**src/rtl/instr_fetch_if.sv**
```systemverilog
// Fetch-stage bus bundle: ROM port, decode handshake,
// redirect request and status outputs.
interface instr_fetch_if;
   logic [31:0] rom_addr;
   logic [31:0] rom_dout;
   logic        id_ready;
   logic        redirect_valid;
   logic [31:0] redirect_target;
   logic [31:0] if_instr;
   logic [31:0] if_pc;
   logic        if_valid;
   logic        halted;
   logic        misalign_err;
   logic [15:0] fetch_count;

   modport master (
      output rom_addr,
      input  rom_dout,
      input  id_ready,
      input  redirect_valid,
      input  redirect_target,
      output if_instr,
      output if_pc,
      output if_valid,
      output halted,
      output misalign_err,
      output fetch_count
   );

   modport slave (
      input  rom_addr,
      output rom_dout,
      output id_ready,
      output redirect_valid,
      output redirect_target,
      input  if_instr,
      input  if_pc,
      input  if_valid,
      input  halted,
      input  misalign_err,
      input  fetch_count
   );
endinterface

```
**src/rtl/instr_fetch.sv**
```systemverilog
// Instruction fetch stage: owns the PC, drives the ROM,
// and registers words into the IF/ID register.
module instr_fetch #(
   parameter logic [31:0] RESET_PC   = 32'h0000_0000,
   parameter int          HALT_ZEROS = 2,
   parameter logic [31:0] NOP_WORD   = 32'h0000_0013
) (
   input  logic clk,
   input  logic rst,
   instr_fetch_if.master bus
);

   typedef enum logic {
      RUN,
      HALTED
   } state_e;

   localparam logic [3:0] ZLAST = 4'(HALT_ZEROS - 1);

   state_e      state_q, state_d;
   logic [31:0] pc_q, pc_d;
   logic [31:0] instr_q, instr_d;
   logic [31:0] ipc_q, ipc_d;
   logic        valid_q, valid_d;
   logic        err_q, err_d;
   logic [15:0] cnt_q, cnt_d;
   logic [3:0]  zcnt_q, zcnt_d;

   logic redir_ok;
   logic redir_bad;
   logic fire;

   // Qualify the redirect by alignment and decide whether
   // this cycle captures a new word.
   always_comb begin
      redir_ok  = bus.redirect_valid &&
                  (bus.redirect_target[1:0] == 2'b00);
      redir_bad = bus.redirect_valid &&
                  (bus.redirect_target[1:0] != 2'b00);
      fire      = (state_q == RUN) &&
                  (!valid_q || bus.id_ready) &&
                  !redir_ok;
   end

   // Next-state logic: redirect beats fire, fire beats
   // a plain consume; everything else holds.
   always_comb begin
      state_d = state_q;
      pc_d    = pc_q;
      instr_d = instr_q;
      ipc_d   = ipc_q;
      valid_d = valid_q;
      cnt_d   = cnt_q;
      zcnt_d  = zcnt_q;
      err_d   = err_q | redir_bad;

      if (redir_ok) begin
         pc_d    = {bus.redirect_target[31:2], 2'b00};
         valid_d = 1'b0;
         instr_d = NOP_WORD;
         zcnt_d  = 4'd0;
         state_d = RUN;
      end else if (fire) begin
         instr_d = bus.rom_dout;
         ipc_d   = pc_q;
         valid_d = 1'b1;
         pc_d    = pc_q + 32'd4;
         if (cnt_q != 16'hFFFF) begin
            cnt_d = cnt_q + 16'd1;
         end
         if (bus.rom_dout == 32'd0) begin
            zcnt_d = zcnt_q + 4'd1;
            if (zcnt_q == ZLAST) begin
               state_d = HALTED;
            end
         end else begin
            zcnt_d = 4'd0;
         end
      end else if (valid_q && bus.id_ready) begin
         valid_d = 1'b0;
      end
   end

   // State register with synchronous reset.
   always_ff @(posedge clk) begin
      if (rst) begin
         state_q <= RUN;
         pc_q    <= {RESET_PC[31:2], 2'b00};
         instr_q <= NOP_WORD;
         ipc_q   <= 32'd0;
         valid_q <= 1'b0;
         err_q   <= 1'b0;
         cnt_q   <= 16'd0;
         zcnt_q  <= 4'd0;
      end else begin
         state_q <= state_d;
         pc_q    <= pc_d;
         instr_q <= instr_d;
         ipc_q   <= ipc_d;
         valid_q <= valid_d;
         err_q   <= err_d;
         cnt_q   <= cnt_d;
         zcnt_q  <= zcnt_d;
      end
   end

   assign bus.rom_addr     = pc_q;
   assign bus.if_instr     = instr_q;
   assign bus.if_pc        = ipc_q;
   assign bus.if_valid     = valid_q;
   assign bus.halted       = (state_q == HALTED);
   assign bus.misalign_err = err_q;
   assign bus.fetch_count  = cnt_q;

endmodule

```
**src/flat_wrapper.sv**
```systemverilog
// flat-port wrapper written by rule: the top's interface ports become plain ports
module instr_fetch_flat 
#(
   parameter logic [31:0] RESET_PC   = 32'h0000_0000,
   parameter int          HALT_ZEROS = 2,
   parameter logic [31:0] NOP_WORD   = 32'h0000_0013
)
  (clk, rst, bus_rom_addr, bus_rom_dout, bus_id_ready, bus_redirect_valid, bus_redirect_target, bus_if_instr, bus_if_pc, bus_if_valid, bus_halted, bus_misalign_err, bus_fetch_count);
  instr_fetch_if bus_i ();
  input  logic clk;
  input  logic rst;
  output wire logic [$bits(bus_i.rom_addr)-1:0] bus_rom_addr;
  input wire logic [$bits(bus_i.rom_dout)-1:0] bus_rom_dout;
  input wire logic [$bits(bus_i.id_ready)-1:0] bus_id_ready;
  input wire logic [$bits(bus_i.redirect_valid)-1:0] bus_redirect_valid;
  input wire logic [$bits(bus_i.redirect_target)-1:0] bus_redirect_target;
  output wire logic [$bits(bus_i.if_instr)-1:0] bus_if_instr;
  output wire logic [$bits(bus_i.if_pc)-1:0] bus_if_pc;
  output wire logic [$bits(bus_i.if_valid)-1:0] bus_if_valid;
  output wire logic [$bits(bus_i.halted)-1:0] bus_halted;
  output wire logic [$bits(bus_i.misalign_err)-1:0] bus_misalign_err;
  output wire logic [$bits(bus_i.fetch_count)-1:0] bus_fetch_count;
  assign bus_rom_addr = bus_i.rom_addr;
  assign bus_i.rom_dout = bus_rom_dout;
  assign bus_i.id_ready = bus_id_ready;
  assign bus_i.redirect_valid = bus_redirect_valid;
  assign bus_i.redirect_target = bus_redirect_target;
  assign bus_if_instr = bus_i.if_instr;
  assign bus_if_pc = bus_i.if_pc;
  assign bus_if_valid = bus_i.if_valid;
  assign bus_halted = bus_i.halted;
  assign bus_misalign_err = bus_i.misalign_err;
  assign bus_fetch_count = bus_i.fetch_count;
  instr_fetch #(.RESET_PC(RESET_PC), .HALT_ZEROS(HALT_ZEROS), .NOP_WORD(NOP_WORD)) u_core (.clk(clk), .rst(rst), .bus(bus_i));
endmodule
```
**config.mk**
```make
export PLATFORM = sky130hd
export DESIGN_NAME = instr_fetch_flat
export DESIGN_NICKNAME = d
export VERILOG_FILES = /design/src/rtl/instr_fetch_if.sv /design/src/rtl/instr_fetch.sv /design/src/flat_wrapper.sv
export SDC_FILE = /design/constraint.sdc
export NUM_CORES = 1
export LEC_CHECK = 0
export ABC_AREA = 1
export BUFFER_PORTS_ARGS = -buffer_cell sky130_fd_sc_hd__buf_2
export CORE_ASPECT_RATIO = 2
export CORE_UTILIZATION = 40
export CTS_CLUSTER_DIAMETER = 30
export DETAILED_ROUTE_END_ITERATION = 12
export GPL_TIMING_DRIVEN = 0
export PLACE_DENSITY = 0.65
export SETUP_SLACK_MARGIN = 0.02
export SYNTH_ARGS = -nofsm -noshare
export SYNTH_HDL_FRONTEND = slang
export SYNTH_SLANG_ARGS = --single-unit
```
**constraint.sdc**
```tcl
create_clock -name clk -period 1.7 [get_ports clk]
set_input_delay 0.51 -clock clk [delete_from_list [all_inputs] [get_ports clk]]
set_output_delay 0.51 -clock clk [all_outputs]
set_load 0.005 [all_outputs]
```
==> metrics.md, run 1 <==
| Metric | Value |
|---|---|
| Status | `completed` |
| Yosys cell types | `34` |
| Layout fillers | `1,422` |
| CTS sink count | `115` |
| Share of cells above drive strength 1 | `0.291` |
| Vias in the first global route | `5,795` |
| Reg2Reg Launch Point | `u_core.bus.rom_addr[7]` |
| Crit path cell chain | `buf_2` |
| Worst path max stage delay | `0.52 ns` |
| Final wirelength | `19.7 mm` |
| WHS Path Cells | `3` |
| Seq pwr share | `0.409` |
| Gpl congestion | `0.964` |
| Placed inst area | `6780 µm²` |
| Cells after synthesis | `825` |
| Slowest CP cell | `dfxtp_1` |
| CTS buffer count | `17` |
| GRT Residual Overflow | `0` |
| Switch share | `0.282` |
| Initial antenna violation count | `1` |
| Top-area cell type share of the netlist area | `0.408` |
| Drt first-iter violations | `244` |
| Delay-heaviest family, CP | `flip-flops` |
| DRC | `0` |
| Achievable Freq | `617 MHz` |
| Total track usage | `0.266` |
| Vias | `6,173` |
| Prevailing post-synth register cell | `dfxtp_1` |
| FF-to-FF End | `u_core.bus.rom_addr[11]` |
| Reg clk slew, reported paths | `0.06 ns` |
| Clock skew | `0.00663 ns` |
| Row count | `61` |
| Die Height | `170 µm` |
| Core area | `13,800 µm²` |
| CP endpoint kind | `output pin` |
| Comb power frac | `0.123` |
| Initial Util | `0.408` |
| Worst endpoint required time | `1.19 ns` |
| Design Power | `7290 µW` |
| Final count of pins violating max slew | `0` |
| Vias/cell | `4.98` |
| Power density cells | `960 nW/µm²` |
| HP Class | `in -> reg` |
| Hold path start | `bus_rom_dout[19]` |
| Hold Buf Count CTS | `0` |
| Hold Vio Cnt, Final | `0` |
| R2R Setup Slk | `0.11 ns` |
| Syn-to-layout area delta | `34.6%` |
| Post-route ant nets | `0` |
| R2R depth | `7` |
| Relative slew slack | `0.516` |
| Yosys warns | `0` |
| Largest net degree at the start of global routing | `17` |
| Final HPWL DP | `14.7 mm` |
| CTS H-tree lvls | `4` |
| Unrepaired setup endpoints after global routing | `yes` |
| Die W | `86.0 µm` |
| Ports placed on the boundary | `183` |
| CTS tree | `done` |
| Crit path buf inv count | `1` |
| Yosys reg bits | `115` |
| Maxcap violations | `0` |
| Clk buf depth | `2` |
| Final setup vio count | `0` |
| Max VDD drop | `0.720 mV` |
| WL per Instance | `15.9 µm` |
| Post-synth EDFFs | `0` |
| Crit Path Max Fanout | `8` |
| Period utilization | `0.954` |
| Die area | `14,600 µm²` |
| Measured slew at the worst slew-check pin | `0.726 ns` |
| Drt pass-1 iters | `4` |
| Syn_area_per_cell | `6.84 µm²` |
| Design area | `7590 µm²` |
| First-pass GRT wire length | `29.2 mm` |
| Critical path arrival | `1.11 ns` |
| Final net count | `1,108` |
| Post-Syn Area | `5640 µm²` |
| Crit path kind | `reg -> out` |
| Share of flip-flops with an asynchronous set or reset | `0` |
| Fin crit period | `1.62 ns` |
| Hold path endpoint | `u_core.bus.if_instr[19]` |
| Number of buffers added on ports | `178` |
| Sw power | `2060 µW` |
| Clock share of power | `0.468` |
| Lkg Pwr | `0.00364 µW` |
| Clk Latency, worst-skew pair | `0.42 ns` |
| Cell taking the most area after synthesis | `dfxtp_1` |
| Int Pwr | `5230 µW` |
| Crit start category | `register` |
| Clk root buf | `clkbuf_16` |
| Synth area leaders | `dfxtp_1 (41%), nand2_1 (12%), nor2_1 (7.2%)` |
| Register area share after synthesis | `0.408` |
[cell type report]
cell class | count | area [µm²] | share of cell area
flip-flops and latches | 115 | 2320 | 0.306
clock inverters | 15 | 135 | 0.0178
inverters | 108 | 405 | 0.0534
diodes | 1 | 2.50 | 0.000330
well taps | 189 | 236 | 0.0312
repair buffers | 189 | 973 | 0.128
clock buffers | 17 | 425 | 0.0561
multi-input cells | 566 | 2860 | 0.377
plain buffers | 39 | 229 | 0.0302
[flip-flops by register name, indices dropped and copies added, names as in the netlist]
| name | cells |
|---|---|
| u_core.bus.if_instr | 32 |
| u_core.bus.if_pc | 30 |
| u_core.bus.rom_addr | 30 |
| u_core.bus.fetch_count | 16 |
| u_core.zcnt_q | 4 |
| u_core.bus.halted | 1 |
| u_core.bus.if_valid | 1 |
| u_core.bus.misalign_err | 1 |
[placed cells by master (no fill, tap or decap), drive strengths merged]
| cell type | netlist | final |
|---|---|---|
| a211oi | 2 | 2 |
| a21boi | 1 | 1 |
| a21oi | 61 | 61 |
| a31oi | 6 | 6 |
| buf | 27 | 211 |
| bufinv | 0 | 1 |
| clkbuf | 13 | 34 |
| clkinv | 0 | 9 |
| clkinvlp | 0 | 2 |
| conb | 1 | 4 |
| dfxtp | 115 | 115 |
| diode | 0 | 1 |
| ha | 4 | 4 |
| inv | 108 | 111 |
| nand2 | 179 | 179 |
| nand3 | 51 | 51 |
| nand3b | 7 | 7 |
| nand4 | 23 | 23 |
| nor2 | 117 | 118 |
| nor3 | 10 | 10 |
| nor3b | 1 | 1 |
| nor4 | 1 | 1 |
| o211ai | 3 | 3 |
| o21ai | 78 | 78 |
| o221ai | 1 | 1 |
| xnor2 | 6 | 6 |
| xor2 | 10 | 10 |
[repair_timing]
| action | CTS | global route |
|---|---|---|
| gates resized for setup | 19 | 38 |
| setup buffers | 3 | 8 |
| setup endpoints to repair | 75 | 77 |
| pin swaps | 5 | 6 |
| cloned | 1 | 0 |
[synth_stat cells, types with 13 or more instances]
master      n
dfxtp_1   115
nand3_1    50
o21ai_0    78
clkbuf_1   13
buf_2      19
inv_1     106
a21oi_1    50
nand2_1   173
nor2_1    108
nand4_1    23
[kinds of logic after synthesis]
group,share of synthesized area
flip-flops,0.408
XOR/XNOR,0.0248
AND/OR/NAND/NOR,0.300
AO/OA/AOI/OAI,0.148
adder cells (fa/ha/maj),0.00888
other,0.000665
buffers and inverters,0.109
[per-layer routing]
metal  GRT usage  share of wire
met3      0.0606          0.052
met4       0.171          0.053
met2       0.502           0.55
met1       0.249           0.35
met5           0              0
[worst max path at each step]
stage | from | end | cells past startpoint
6_report | u_core.bus.rom_addr[15] | bus_rom_addr[15] | 1
5_1_grt | u_core.bus.rom_addr[7] | u_core.bus.rom_addr[27] | 10
4_1_cts | u_core.bus.rom_addr[2] | u_core.bus.rom_addr[26] | 10
3_5_place_dp | bus_id_ready | u_core.bus.fetch_count[11] | 9
3_3_place_gp | bus_id_ready | u_core.bus.rom_addr[27] | 10
2_1_floorplan | u_core.bus.fetch_count[0] | u_core.bus.fetch_count[6] | 11
[power by group through the flow]
stage	clock [µW]	sequential, µW	combinational [µW]
finish	3410	2980	895
global route	3560	3000	991
CTS	3450	2980	872
detailed placement	0	3030	857
global placement	0	3030	853
floorplan	0	3030	425
[stage by stage]
| stage | TNS, ns | worst slack, ns | hold WS [ns] | util | std cells |
|---|---|---|---|---|---|
| floorplan | 0 | 0.154 | 0.447 | - | 828 |
| CTS | 0 | 0.0165 | 0.338 | 0.538 | 1231 |
| finish | 0 | 0.0783 | 0.345 | 0.549 | 1239 |
| detailed placement | -34.71 | -0.445 | 0.452 | 0.491 | 1195 |
| global route | -0.0192 | -0.0109 | 0.346 | 0.549 | 1239 |
| global placement | -35.07 | -0.457 | 0.439 | 0.491 | 1195 |
[tightest hold or removal path, cell delays in order]
cell,delay (ns)
buf_2,0.07
inv_1,0.04
a21oi_1,0.10
No activity file was read; power rests on OpenSTA's default activity.
==> inputs of run 2 (changes only) <==
RECOVER_POWER = 100   (was not set)
==> metrics.md, run 2 (synthesis results as in run 1) <==
| Metric | Value |
|---|---|
| Status | `completed` |
| Initial antenna violation count | `1 (unchanged)` |
| Clk root buf | `clkbuf_16` |
| Hold Vio Cnt, Final | `0 (unchanged)` |
| Die area | `14,600 µm² (unchanged)` |
| Share of cells above drive strength 1 | `0.226 (-0.0648)` |
| Crit path buf inv count | `1 (unchanged)` |
| DRC | `0 (unchanged)` |
| Slowest CP cell | `dfxtp_1` |
| Final wirelength | `19.7 mm (+0.25%)` |
| CTS H-tree lvls | `4 (unchanged)` |
| FF-to-FF End | `u_core.bus.rom_addr[11]` |
| R2R Setup Slk | `0.09 ns (-0.02 ns)` |
| Initial Util | `0.408 (unchanged)` |
| CTS tree | `done` |
| CTS sink count | `115 (unchanged)` |
| Crit path cell chain | `buf_2` |
| Die W | `86.0 µm (unchanged)` |
| Clk buf depth | `2 (unchanged)` |
| GRT Residual Overflow | `0 (unchanged)` |
| Achievable Freq | `615 MHz (-0.20%)` |
| Setup slack after placement | `-0.445 ns (unchanged)` |
| HP Class | `in -> reg` |
| Design Power | `7270 µW (-0.20%)` |
| WHS Path Cells | `3 (unchanged)` |
| Fin crit period | `1.63 ns (+0.00330 ns)` |
| Relative slew slack | `0.527 (+0.0108)` |
| Finished Layout Cells | `1,239 (unchanged)` |
| Delay-heaviest family, CP | `flip-flops` |
| Crit start category | `register` |
| Most frequent cells in the layout | `nand2_1 (171), buf_2 (122), dfxtp_1 (109), inv_1 (104), nor2_1 (100)` |
| Drt pass-1 iters | `5 (+1)` |
| Syn-to-layout area delta | `32.8%` |
| Maxcap violations | `0 (unchanged)` |
| Power density cells | `972 nW/µm² (+1.2%)` |
| Ports placed on the boundary | `183 (unchanged)` |
| Met3 Usage GRT | `0.0606 (unchanged)` |
| Vias in the first global route | `5,795 (unchanged)` |
| Reg clk slew, reported paths | `0.06 ns (about the same)` |
| Post-Place Cells | `1,195 (unchanged)` |
| Total track usage | `0.266 (unchanged)` |
| Number of buffers added on ports | `178 (unchanged)` |
| Hold Buf Count CTS | `0 (unchanged)` |
| Final setup vio count | `0 (unchanged)` |
| Largest net degree at the start of global routing | `17 (unchanged)` |
| Clock skew | `0.00682 ns (+0.000182 ns)` |
| Worst path max stage delay | `0.52 ns (about the same)` |
| Crit path kind | `reg -> out` |
| Unrepaired setup endpoints after global routing | `yes` |
| Final setup margin | `0.0750 ns (-0.00330 ns)` |
| CP endpoint kind | `output pin` |
| Row count | `61 (unchanged)` |
| Post-route ant nets | `0 (unchanged)` |
| Commonest non-fill, non-tap cell in the layout | `nand2_1` |
| Drt first-iter violations | `272 (+11%)` |
| Worst endpoint required time | `1.19 ns (about the same)` |
| Final HPWL DP | `14.7 mm (unchanged)` |
| First-pass GRT wire length | `29.2 mm (unchanged)` |
| Final count of pins violating max slew | `0 (unchanged)` |
| Reg2Reg Launch Point | `u_core.bus.rom_addr[7]` |
| Core area | `13,800 µm² (unchanged)` |
| WL per Instance | `15.9 µm (+0.25%)` |
| Die Height | `170 µm (unchanged)` |
| Layout fillers | `1,455 (+2.3%)` |
| Max VDD drop | `0.730 mV (+1.5%)` |
| Clk Latency, worst-skew pair | `0.42 ns (about the same)` |
| M1 GR Usage | `0.249 (unchanged)` |
| Largest register FFs | `32 (unchanged)` |
| Crit Path Max Fanout | `8 (unchanged)` |
| Grt peak-use layer | `met2` |
| R2R depth | `7 (unchanged)` |
| Gpl congestion | `0.964 (unchanged)` |
| Vias/cell | `5.00 (+0.45%)` |
| Critical path arrival | `1.12 ns (about the same)` |
| CTS buffer count | `17 (unchanged)` |
| Hold path start | `bus_rom_dout[7]` |
| Measured slew at the worst slew-check pin | `0.710 ns (-0.0162 ns)` |
| Lkg Pwr | `0.00340 µW (-6.5%)` |
| Met2 usage | `0.502 (unchanged)` |
| Period utilization | `0.956 (+0.00194)` |
| Vias | `6,201 (+0.45%)` |
| Final net count | `1,108 (unchanged)` |
| Hold path endpoint | `u_core.bus.if_instr[7]` |
## run 2: cell types whose count changed in the layout (fill, tap and decap cells not counted), sizes merged
cell,previous run,this run
buf,211,143
clkbuf,34,102
## run 2: worst min-delay path: cells and delay by family
family,cells,cell delay [ns]
AOI/OAI and AO/OA,1,0.10
buffers and inverters,2,0.11
## run 2: cell type report
| class | instances | area, µm² | share of cell area |
|---|---|---|---|
| Inverter | 108 | 405 | 0.0541 |
| Antenna cell | 1 | 2.50 | 0.000334 |
| Tap cell | 189 | 236 | 0.0316 |
| Clock buffer | 17 | 425 | 0.0568 |
| Buffer | 39 | 229 | 0.0306 |
| Timing Repair Buffer | 189 | 897 | 0.120 |
| Multi-Input combinational cell | 566 | 2840 | 0.379 |
| Clock inverter | 15 | 135 | 0.0180 |
| Sequential cell | 115 | 2320 | 0.309 |
## run 2: per-stage QoR
step | hold slack (ns) | util | TNS [ns] | instance area, µm²
after CTS | 0.338 | 0.538 | 0 | 7430
after detailed placement | 0.452 | 0.491 | -34.71 | 6780
after floorplan | 0.447 | - | 0 | 5650
after global routing | 0.346 | 0.542 | -0.0200 | 7490
after global placement | 0.439 | 0.491 | -35.07 | 6780
final | 0.345 | 0.542 | 0 | 7490
## run 2: worst max-delay path by stage
| stage | endpoint | slack [ns] | cells after the start | from |
|---|---|---|---|---|
| 3_5_place_dp | u_core.bus.fetch_count[11] | -0.44 | 9 | bus_id_ready |
| 6_report | bus_rom_addr[15] | 0.07 | 1 | u_core.bus.rom_addr[15] |
| 3_3_place_gp | u_core.bus.rom_addr[27] | -0.46 | 10 | bus_id_ready |
| 4_1_cts | u_core.bus.rom_addr[26] | 0.02 | 10 | u_core.bus.rom_addr[2] |
| 2_1_floorplan | u_core.bus.fetch_count[6] | 0.15 | 11 | u_core.bus.fetch_count[0] |
| 5_1_grt | u_core.bus.rom_addr[27] | -0.01 | 10 | u_core.bus.rom_addr[7] |
## run 2: report_power, final
part           switching [µW]  internal [µW]  leakage (µW)
Combinational             538            332       0.00218
Clock                    1400           2020      0.000274
Sequential                124           2860      0.000946
Total                    2070           5210       0.00340
## run 2: timing repair
item | CTS | global route
setup endpoints to repair | 75 | 77
cloned | 1 | 0
gates resized for setup | 19 | 38
setup buffers | 3 | 8
pin swaps | 5 | 6
## run 2: metal layers
metal | wire, µm | up-vias
met5 | 0 | -
met4 | 1080 | 0
met3 | 971 | 61
met2 | 10700 | 226
met1 | 6930 | 2841
li1 | - | 3073
==> inputs of run 3 (changes only) <==
CORE_UTILIZATION = 25   (was 40)
GPL_TIMING_DRIVEN = not set   (was 0)
MAX_ROUTING_LAYER = met4   (was not set)
PLACE_DENSITY = 0.45   (was 0.65)
==> metrics.md, run 3 (synthesis results as in run 1) <==
| Metric | Value |
|---|---|
| Clk buf depth | `2 (unchanged)` |
| GRT Residual Overflow | `0 (unchanged)` |
| Die area | `23,200 µm² (+59%)` |
| Final setup vio count | `0 (unchanged)` |
| Vias in the first global route | `6,145 (+6.0%)` |
| Final setup margin | `0.0761 ns (+0.00110 ns)` |
| Period utilization | `0.955 (about the same)` |
| Post-route ant nets | `0 (unchanged)` |
| Number of buffers added on ports | `178 (unchanged)` |
| Final count of pins violating max slew | `0 (unchanged)` |
| Hold Vio Cnt, Final | `0 (unchanged)` |
| Status | `completed` |
| Drt pass-1 iters | `4 (-1)` |
| DRC | `0 (unchanged)` |
| Vias | `6,061 (-2.3%)` |
| First-pass GRT wire length | `31.7 mm (+8.7%)` |
| Commonest non-fill, non-tap cell in the layout | `nand2_1` |
| Die W | `108 µm (+26%)` |
| CTS sink count | `115 (unchanged)` |
| Critical path arrival | `1.11 ns (about the same)` |
| Share of cells above drive strength 1 | `0.266 (+0.0401)` |
| Clk Latency, worst-skew pair | `0.43 ns (about the same)` |
| Lkg Pwr | `0.00376 µW (+11%)` |
| Maxcap violations | `0 (unchanged)` |
| Max VDD drop | `0.413 mV (-44%)` |
| Ports placed on the boundary | `183 (unchanged)` |
| CTS tree | `done` |
| Drt first-iter violations | `199 (-27%)` |
| Fin crit period | `1.62 ns (-0.00110 ns)` |
| HP Class | `in -> reg` |
| Crit path kind | `reg -> out` |
| Initial antenna violation count | `0 (-1)` |
| Clock skew | `0.0116 ns (+0.00476 ns)` |
| Largest net degree at the start of global routing | `50 (+33)` |
| Final wirelength | `20.1 mm (+2.0%)` |
| Gpl congestion | `0.834 (-13%)` |
| Total track usage | `0.187 (-0.0797)` |
| WL per Instance | `14.7 µm (-7.5%)` |
| Placed inst area | `7470 µm² (+10%)` |
| Worst endpoint required time | `1.19 ns (about the same)` |
| Final net count | `1,150 (+3.8%)` |
| Row count | `77 (+26%)` |
| Vias/cell | `4.44 (-11%)` |
| Setup slack after placement | `-0.140 ns (+0.304 ns)` |
| Largest register FFs | `32 (unchanged)` |
| Reg clk slew, reported paths | `0.06 ns (about the same)` |
| Syn-to-layout area delta | `43.0%` |
| Power density cells | `984 nW/µm² (+1.3%)` |
| Achievable Freq | `616 MHz (about the same)` |
| CTS buffer count | `17 (unchanged)` |
| Most frequent cells in the layout | `nand2_1 (173), buf_2 (131), nor2_1 (107), dfxtp_1 (106), inv_1 (105)` |
| CP endpoint kind | `output pin` |
| Core area | `22,200 µm² (+60%)` |
| Crit start category | `register` |
| Finished Core Util | `0.364 (-0.178)` |
| Die Height | `214 µm (+26%)` |
| CTS H-tree lvls | `4 (unchanged)` |
| Design area | `8070 µm² (+7.7%)` |
| Crit Path Max Fanout | `4 (-4)` |
| Layout fillers | `2,505 (+72%)` |
| Clk root buf | `clkbuf_16` |
| Fin Setup TNS | `0 ns (unchanged)` |
| Final HPWL DP | `15.7 mm (+6.6%)` |
| Unrepaired setup endpoints after global routing | `yes` |
| # diodes | `0 (-1)` |
| Initial Util | `0.254 (-0.154)` |
run 3: changes by cell type in the layout (fill, tap and decap cells not counted), moves of 6 or more:
cell      previous run  this run
buf_4               17        59
nor2_4              11         4
nor2_1             100       107
buf_2              122       131
clkbuf_1            72        55
buf_12               0         9
dfxtp_2              3         9
run 3: final timing paths:
check	cells after the start	slack, ns	startpoint	end
setup reg to reg	9	0.12	u_core.bus.rom_addr[4]	u_core.bus.rom_addr[15]
hold / removal	3	0.33	bus_rom_dout[19]	u_core.bus.if_instr[19]
hold reg to reg	2	0.46	u_core.bus.misalign_err	u_core.bus.misalign_err
setup / recovery	2	0.08	u_core.bus.fetch_count[4]	bus_fetch_count[4]
run 3: power by group:
| part | internal (µW) | switching [µW] |
|---|---|---|
| registers | 2860 | 102 |
| logic | 427 | 539 |
| clock network | 2700 | 1300 |
| total | 5990 | 1950 |
run 3: repair_timing:
item | 4_1_cts | 5_1_grt
hold buffers | 0 | 0
setup buffers | 1 | 2
gates resized for setup | 3 | 15
endpoints found under the setup margin | 8 | 25
cloned | 0 | 0
pin swaps | 1 | 5
run 3: through the flow:
step                      total power (µW)  hold slack [ns]  std cells
after floorplan                       3450            0.447        828
after global placement                4030            0.435       1332
after detailed placement              4040            0.451       1332
after CTS                             8110            0.312       1364
after global routing                  8270            0.322       1366
final                                 7940            0.333       1366
run 3: final cells by class:
type                            count  area [µm²]  share of cell area
Clock buffer                       22         474              0.0588
Clock inverter                      9         176              0.0219
Inverter                          108         407              0.0504
Multi-Input combinational cell    565        2760               0.342
Sequential cell                   115        2310               0.287
Tap cell                          276         345              0.0428
Timing Repair Buffer              271        1590               0.197
run 3: routing by layer:
layer	routed length (µm)	vias up	track usage
met4	670	0	0.0776
met1	7180	2744	0.173
met3	772	32	0.0432
met5	0	-	-
li1	-	3142	-
met2	11500	143	0.352
run 3: worst max-delay path, cell delays in order (launching register included):
cell      delay [ns]
dfxtp_1         0.34
clkbuf_1        0.20
buf_2           0.15
